**config.mk**
```make
export PLATFORM = sky130hd
export DESIGN_NAME = imm_gen_pipe
export DESIGN_NICKNAME = d
export VERILOG_FILES = /design/src/rtl/imm_gen_pipe.sv
export SDC_FILE = /design/constraint.sdc
export NUM_CORES = 1
export LEC_CHECK = 0
export BUFFER_PORTS_ARGS = -buffer_cell sky130_fd_sc_hd__buf_2
export CORE_AREA = 2 2 110 91
export DETAILED_ROUTE_END_ITERATION = 8
export DIE_AREA = 0 0 112 93
export HOLD_SLACK_MARGIN = 0.08
export SLEW_MARGIN = 20
export SYNTH_ARGS = -nofsm -noshare
export SYNTH_HDL_FRONTEND = slang
export SYNTH_SLANG_ARGS = --single-unit
export TNS_END_PERCENT = 30
```
**constraint.sdc**
```tcl
create_clock -name clk -period 1.39 [get_ports clk]
set_input_delay 0.139 -clock clk [delete_from_list [all_inputs] [get_ports clk]]
set_output_delay 0.139 -clock clk [all_outputs]
set_load 0.05 [all_outputs]
```
**src/rtl/imm_gen_pipe.sv**
```systemverilog
// Decode-stage immediate generator: I/S/B/U/J/zimm/shamt decode stored in a 2-entry skid buffer.
// An entry pushed at edge N is presented after edge N; in_ready is registered so backpressure never drops an entry.
module imm_gen_pipe #(
   parameter int XLEN = 32
) (
   input  logic            clk,
   input  logic            rst,
   input  logic            flush,
   input  logic            in_valid,
   output logic            in_ready,
   input  logic [31:0]     inst,
   input  logic [2:0]      imm_sel,
   output logic            out_valid,
   input  logic            out_ready,
   output logic [XLEN-1:0] imm,
   output logic            out_err
);

   if (XLEN != 32 && XLEN != 64) begin : g_bad_xlen
      $error("imm_gen_pipe: XLEN must be 32 or 64");
   end

   typedef enum logic [1:0] {
      EMPTY = 2'd0,
      ONE   = 2'd1,
      FULL  = 2'd2
   } state_e;

   state_e          state_q, state_d;
   logic            in_ready_q;
   logic [XLEN-1:0] imm0_q, imm0_d, imm1_q, imm1_d, dec_imm;
   logic            err0_q, err0_d, err1_q, err1_d, dec_err;
   logic            push, pop;
   logic            unused_inst;

   // Opcode bits never contribute to any immediate.
   assign unused_inst = ^inst[6:0];

   assign push = in_valid & in_ready_q;
   assign pop  = out_valid & out_ready;

   // Sign-extended formats start from a sign fill and overwrite the low bits;
   // the top bit written is always inst[31], so the fill stays consistent.
   always_comb begin
      dec_imm = {XLEN{inst[31]}};
      dec_err = 1'b0;
      unique case (imm_sel)
         3'b000: dec_imm[11:0]  = inst[31:20];
         3'b001: dec_imm[11:0]  = {inst[31:25], inst[11:7]};
         3'b010: dec_imm[12:0]  = {inst[31], inst[7], inst[30:25], inst[11:8], 1'b0};
         3'b011: dec_imm[31:0]  = {inst[31:12], 12'b0};
         3'b100: dec_imm[20:0]  = {inst[31], inst[19:12], inst[20], inst[30:21], 1'b0};
         3'b101: begin
            dec_imm       = '0;
            dec_imm[4:0]  = inst[19:15];
         end
         3'b110: begin
            dec_imm       = '0;
            dec_imm[5:0]  = {((XLEN == 64) ? inst[25] : 1'b0), inst[24:20]};
         end
         3'b111: begin
            dec_imm = '0;
            dec_err = 1'b1;
         end
      endcase
   end

   always_ff @(posedge clk) begin
      if (rst) begin
         state_q    <= EMPTY;
         in_ready_q <= 1'b1;
      end else begin
         state_q    <= state_d;
         in_ready_q <= (state_d != FULL);
      end
   end

   always_comb begin
      state_d = state_q;
      case (state_q)
         EMPTY: if (push) state_d = ONE;
         ONE: begin
            if (push && !pop)      state_d = FULL;
            else if (pop && !push) state_d = EMPTY;
         end
         FULL:    if (pop) state_d = ONE;
         default: state_d = EMPTY;
      endcase
      if (flush) state_d = EMPTY;
   end

   // Slot 0 is always the oldest entry and drives the outputs.
   always_comb begin
      out_valid = (state_q != EMPTY);
      imm0_d    = imm0_q;
      err0_d    = err0_q;
      imm1_d    = imm1_q;
      err1_d    = err1_q;
      case (state_q)
         EMPTY: begin
            if (push) begin
               imm0_d = dec_imm;
               err0_d = dec_err;
            end
         end
         ONE: begin
            if (push && pop) begin
               imm0_d = dec_imm;
               err0_d = dec_err;
            end else if (push) begin
               imm1_d = dec_imm;
               err1_d = dec_err;
            end
         end
         FULL: begin
            if (pop) begin
               imm0_d = imm1_q;
               err0_d = err1_q;
            end
         end
         default: ;
      endcase
   end

   always_ff @(posedge clk) begin
      if (rst) begin
         imm0_q <= '0;
         err0_q <= 1'b0;
         imm1_q <= '0;
         err1_q <= 1'b0;
      end else begin
         imm0_q <= imm0_d;
         err0_q <= err0_d;
         imm1_q <= imm1_d;
         err1_q <= err1_d;
      end
   end

   assign in_ready = in_ready_q;
   assign imm      = imm0_q;
   assign out_err  = err0_q;

endmodule

```
After elaboration in Yosys (flattened, before gate mapping)
Index checks and enable logic that the tools add are counted.
- multipliers: 0
- magnitude comparators: 0
- mux-type cells: 19
- eq/ne operators: 13
- reductions and logical operators: 14
- bitwise gates (word level): 3
- add/subtract/negate cells: 0
- div/mod/pow operators: 0
- shift-type cells: 0
- operators with widths (operator ; number):
    $mux W32 ; 3
    $pmux W32 S3 ; 1
    $pmux W12 S7 ; 1
    $pmux W8 S3 ; 1
    $pmux W11 S2 ; 1
    $eq A3 B3 Y1 const B ; 4
    $mux W2 ; 5
    $ne A2 B2 Y1 const B ; 4
    $eq A3 B2 Y1 const B ; 2
    $pmux W2 S3 ; 1
    $mux W1 ; 4
    $reduce_and A4 Y1 ; 1
    $reduce_or A2 Y1 ; 2
    $eq A3 B1 Y1 const B ; 1
    $logic_and A1 B1 Y1 ; 3
    $logic_not A3 Y1 ; 1
    $pmux W1 S3 ; 1
    $reduce_and A3 Y1 ; 1
    $reduce_bool A3 Y1 ; 1
    $reduce_or A3 Y1 ; 1
    $and A1 B1 Y1 ; 2
    $eq A2 B1 Y1 const B ; 1
    $eq A2 B2 Y1 const B ; 1
    $logic_not A1 Y1 ; 2
    other kinds (4) ; 4
- flip-flop bits (word level): 69
- bits of input ports: 40
- ROM bits: 0
- memory bits (writable): 0
- logic and storage cells: 55
- output and inout port bits: 35
- memories: 0
- latch bits: 0

Logic depth before layout (Yosys ltp)
- depth after elaboration: 8
- gate-level depth with buffers: 6
- gate-level depth less buffers: 4

Least setup slack after synthesis
OpenSTA, ideal clock, no wires.
- path kind: reg2reg
- start point: reg in_ready_q, in the netlist in_ready
- end point: reg imm0_q[20], in the netlist imm[20]
- cell stages (with the launch flop): 6
- path buffers: 2
- library setup time: 0.132 ns
- arrival: 1.567 ns
- setup slack: -0.309 ns
- required time: 1.258 ns
- cell sequence: dfxtp_1 -> nand3b_1 -> o22ai_2 -> buf_4 -> buf_2 -> o32ai_1
- word-level cells in the longest chain between the ends: 4
- elaborated cells on any way between the ends: 5
- ends and longest elaborated chain (item ; RTL line ; source):
    start, declared ; 30 ; logic in_ready_q;
    start signal, assigned ; 74 ; in_ready_q <= (state_d != FULL);
    $and A1 B1 Y1 * ; 39 ; assign push = in_valid & in_ready_q;
    $logic_and A1 B1 Y1 ; 107 ; if (push && pop) begin
    $ne A2 B2 Y1 (no line) ; -- ;
    $reduce_and A4 Y1 (no line) * ; -- ;
    end signal, assigned ; 132 ; imm0_q <= imm0_d;
    end, declared ; 31 ; logic [XLEN-1:0] imm0_q, imm0_d, imm1_q, imm1_d, dec_imm;
Mark *: on every way between the ends. The rest lies on a longest branch, timed or not.
A chain may end at the register's enable or synchronous reset.

Worst setup path in the final report
- start point: reg state_q[1]
- end point: reg imm0_q[4], in the netlist imm[4]
- word-level cells in the longest chain between the ends: 5
- elaborated cells on any way between the ends: 12
- ends and longest elaborated chain (item ; RTL line ; source):
    start, declared ; 29 ; state_e state_q, state_d;
    start signal, assigned ; 73 ; state_q <= state_d;
    $reduce_bool A2 Y1 ; 94 ; out_valid = (state_q != EMPTY);
    $and A1 B1 Y1 ; 40 ; assign pop = out_valid & out_ready;
    $logic_and A1 B1 Y1 ; 107 ;
    $ne A2 B2 Y1 (no line) ; -- ;
    $reduce_and A4 Y1 (no line) ; -- ;
Several ways; a longest one is shown, not always the timed one.

==> reports/summary.md <==
Entering global routing, the biggest net connects 49 pins. The run gives 3370 µm² as the synthesized cell area. The critical path goes through nand3b_1 > buf_4 > o22ai_4 > buf_4 > buf_4 > nand4_1 > o221ai_2. The number of unique standard cell types used by synthesis was 50; the setup violation total in the final timing report was 31. In this run the tightest slew margin relative to its limit is 63.0%. TritonCTS built the clock tree.

The die covers 10,400 µm². The fraction of layout cells with a size suffix above 1 came out at 37.2%. In the global route stage, overall resource usage came out at 20.1%. The tools report the initial antenna violation count as 0. For the number of global-route vias before repair, the log shows 3,266. Final worst setup slack: -92.2 ps. The run gives 3,459 as the number of vias after detailed routing. In this run the worst path has a maximum fanout of 8. The final layout contains 554 nets. The latest clock arrival within the worst-skew pair was 330 ps; the clock net sink count was 69.

The count of buffering cells on the critical path with inverters included is 3. The static leakage came out at 0.00195 µW. The proportion of netlist area held by the largest area contributor is 41.0%, and the number of port buffers is 67.

After layout, the worst path uses 107% of the clock period. In this design, the stage delay of the slowest critical-path cell is 350 ps. After detailed routing, the average wire length per cell comes to 16.4 µm. Of the synthesized area, sequential elements account for 41.0%.

For this run, the number of Yosys warnings is 0. Counting I/O delays and the setup requirement, the final critical path takes 1480 ps. The flow ran to the end, but the final reports show violations. The chip height works out to 93 µm. Among all stages on the critical path, the largest delay is contributed by sky130_fd_sc_hd__dfxtp_4.

For the instance area after placement, the log shows 4140 µm². For the maximum achievable frequency, the log shows 0.675 GHz. Setup repair after global routing could not meet its margin everywhere. The tools report the number of hold violations in the final report as 0. The checks that failed: setup timing. Aggregate routed wire length: 10,500 µm. The pre-antenna-repair detailed-routing pass consisted of 6 iterations.

On the final layout, the worst clock skew is 6.25 ps. From left edge to right edge, the die measures 112 µm. For the total global routing overflow, the log shows 0.

The number of core rows came out at 32. The mean number of vias per cell is 5.42. After synthesis, the mean cell area works out to 8.27 µm².

After detailed routing, the number of remaining DRC violations is 0. For the number of buffers added by the clock tree synthesis step, the log shows 9. Counting flops and latches in the post-synthesis netlist gives 69. The area of all placed cells without fillers came out at 4800 µm². Counting along the longest clock path gives a buffer depth of 2. The final number of max-transition violations is 0.

The min-delay analysis places its worst path in the category in -> reg. The tools report the placed wire-length estimate after detailed placement as 7010 µm. By startpoint and endpoint, the worst setup path is classified as reg -> reg. The growth of design area from synthesis to finish was 42.7%. Ranked by total cell area, the synthesized netlist is headed by sky130_fd_sc_hd__dfxtp_1, sky130_fd_sc_hd__a21oi_1, sky130_fd_sc_hd__nor2_1.

The most frequent standard cell in the layout excluding fill and tap cells is sky130_fd_sc_hd__buf_2. The required time of the critical path is 1650 ps, and the sum of negative setup slack is -1180 ps. CTS built an H-tree with a depth of 3.

The tools report the category of the worst setup path launch point as a flip-flop. The I/O pin count was 75; the final RePlAce weighted congestion was 0.843. After clock tree synthesis, the clock-pin slew on the worst setup and hold paths is 60 ps.

The count of fill cells added during filler insertion was 895. In the global route stage, met2 resource usage came out at 32.2%. For this design the ratio of total power to cell area is 1200 nW/µm². In the layout the commonest cells are sky130_fd_sc_hd__buf_2, sky130_fd_sc_hd__dfxtp_1, sky130_fd_sc_hd__buf_4.

For the pin with the worst max-slew slack, the measured transition is 555 ps. The run gives 1740 ps as the arrival time reported for the critical path endpoint. The tools report the sort of element at the end of the critical path as a flip-flop. Among cell families on the critical path, the largest total delay comes from buffers and inverters. The logs give 224 for the number of DRC violations after detailed-routing iteration 0 and 0 for the antenna diode instance count. For the worst ir drop on vdd, the log shows 0.501 mV.

For the met1 track utilization from global routing, the log shows 26.5%. The most numerous cell type found on the critical path is sky130_fd_sc_hd__buf_4. Once detail routing completed, the nets flagged for antenna violations numbered 0.

In this run the standard cell core region covers 9370 µm². The busiest layer in global routing is met2. The buffer cell driving the clock tree root is sky130_fd_sc_hd__clkbuf_16. The initial utilization of the core area, before any placement, comes to 35.9%.

Largest area contributor in the synthesized netlist: sky130_fd_sc_hd__dfxtp_1. Counting every net in the synthesized netlist gives 447. In the global route stage, met3 resource usage came out at 5.64%. After technology mapping, the gate count stands at 407. The tools report the wire length of the first global-routing pass as 16,500 µm. Max-cap violations in this run came to 0.
[state kept, by name (all words and copies together) (netlist names)]
register,count
in_ready,1
out_err,1
imm,32
imm1_q,32
err1_q,1
state_q,2
[report_power, final]
part | switching, µW | total [µW] | internal [µW]
clock | 843 | 2570 | 1730
combinational | 670 | 1080 | 407
sequential | 48.0 | 2110 | 2060
[cells in the mapped netlist, drive strengths merged]
master / n
dfxtp: 69
nand4b: 7
and2: 1
a221oi: 6
nand4bb: 1
nor3: 33
nand2: 32
nand2b: 15
a22oi: 6
o211ai: 6
nor2: 51
nand4: 11
a2bb2oi: 1
a31o: 3
a222oi: 4
mux2i: 2
or3b: 2
nand3b: 5
o311ai: 5
o221ai: 4
xnor2: 1
a21oi: 47
and3b: 2
buf: 22
or4bb: 5
o22ai: 1
o32ai: 11
o21ai: 10
nand3: 4
or2: 1
or4: 1
o31ai: 1
inv: 10
a311oi: 2
a211oi: 5
and2b: 3
maj3: 1
nor3b: 1
clkbuf: 15
[routing by layer]
layer  wire length [µm]  up-vias
li1                   -     1712
met5                  0        -
met3                599       18
met4                180        0
met1               4830     1626
met2               4870      103
[cell type report]
cell class                      instances  area, µm²  share of cell area (%)
Tap cell                              119        149                    3.10
Clock buffer                           13        272                    5.65
Sequential cell                        69       1390                    28.9
Clock inverter                          3       65.1                    1.35
Timing Repair Buffer                  133        970                    20.2
Inverter                               10       37.5                   0.781
Multi-Input combinational cell        291       1920                    40.0
[what timing repair did]
item                                    4_1_cts  5_1_grt
resized for setup                            23       32
pin swaps                                     4        6
endpoints found under the setup margin       68       62
hold buffers                                  2        0
gates cloned                                  2        0
endpoints found under the hold margin         3        0
setup buffers                                 7        2
[cell families after synthesis]
family                   share of synthesized area, %
AND/OR/NAND/NOR                                  27.4
flip-flops                                       41.0
multiplexers                                    0.595
adder cells (fa/ha/maj)                         0.334
XOR/XNOR                                        0.260
buffers and inverters                            6.95
AO/OA/AOI/OAI                                    23.5
[through the flow]
step           worst slack, ps  std cells  hold slack [ps]  power, µW  util (%)
5_1_grt                   -193        638              138       5990      51.3
3_3_place_gp              -131        609              327       3100      44.2
3_5_place_dp              -160        609              332       3120      44.2
2_1_floorplan           0.0989        407              218       2760         -
4_1_cts                  -72.3        636             96.9       5750      49.7
6_report                 -92.2        638              123       5760      51.3
[path summary, 6_finish.rpt]
kind	startpoint	endpoint	slack [ps]	cells past startpoint
worst min-delay path	out_ready	in_ready	120	2
worst min register to register	imm[15]	imm[15]	450	2
worst max-delay path	state_q[1]	imm[4]	-90	7
worst max register to register	state_q[1]	imm[4]	-90	7
No activity file was read; power rests on OpenSTA's default activity.
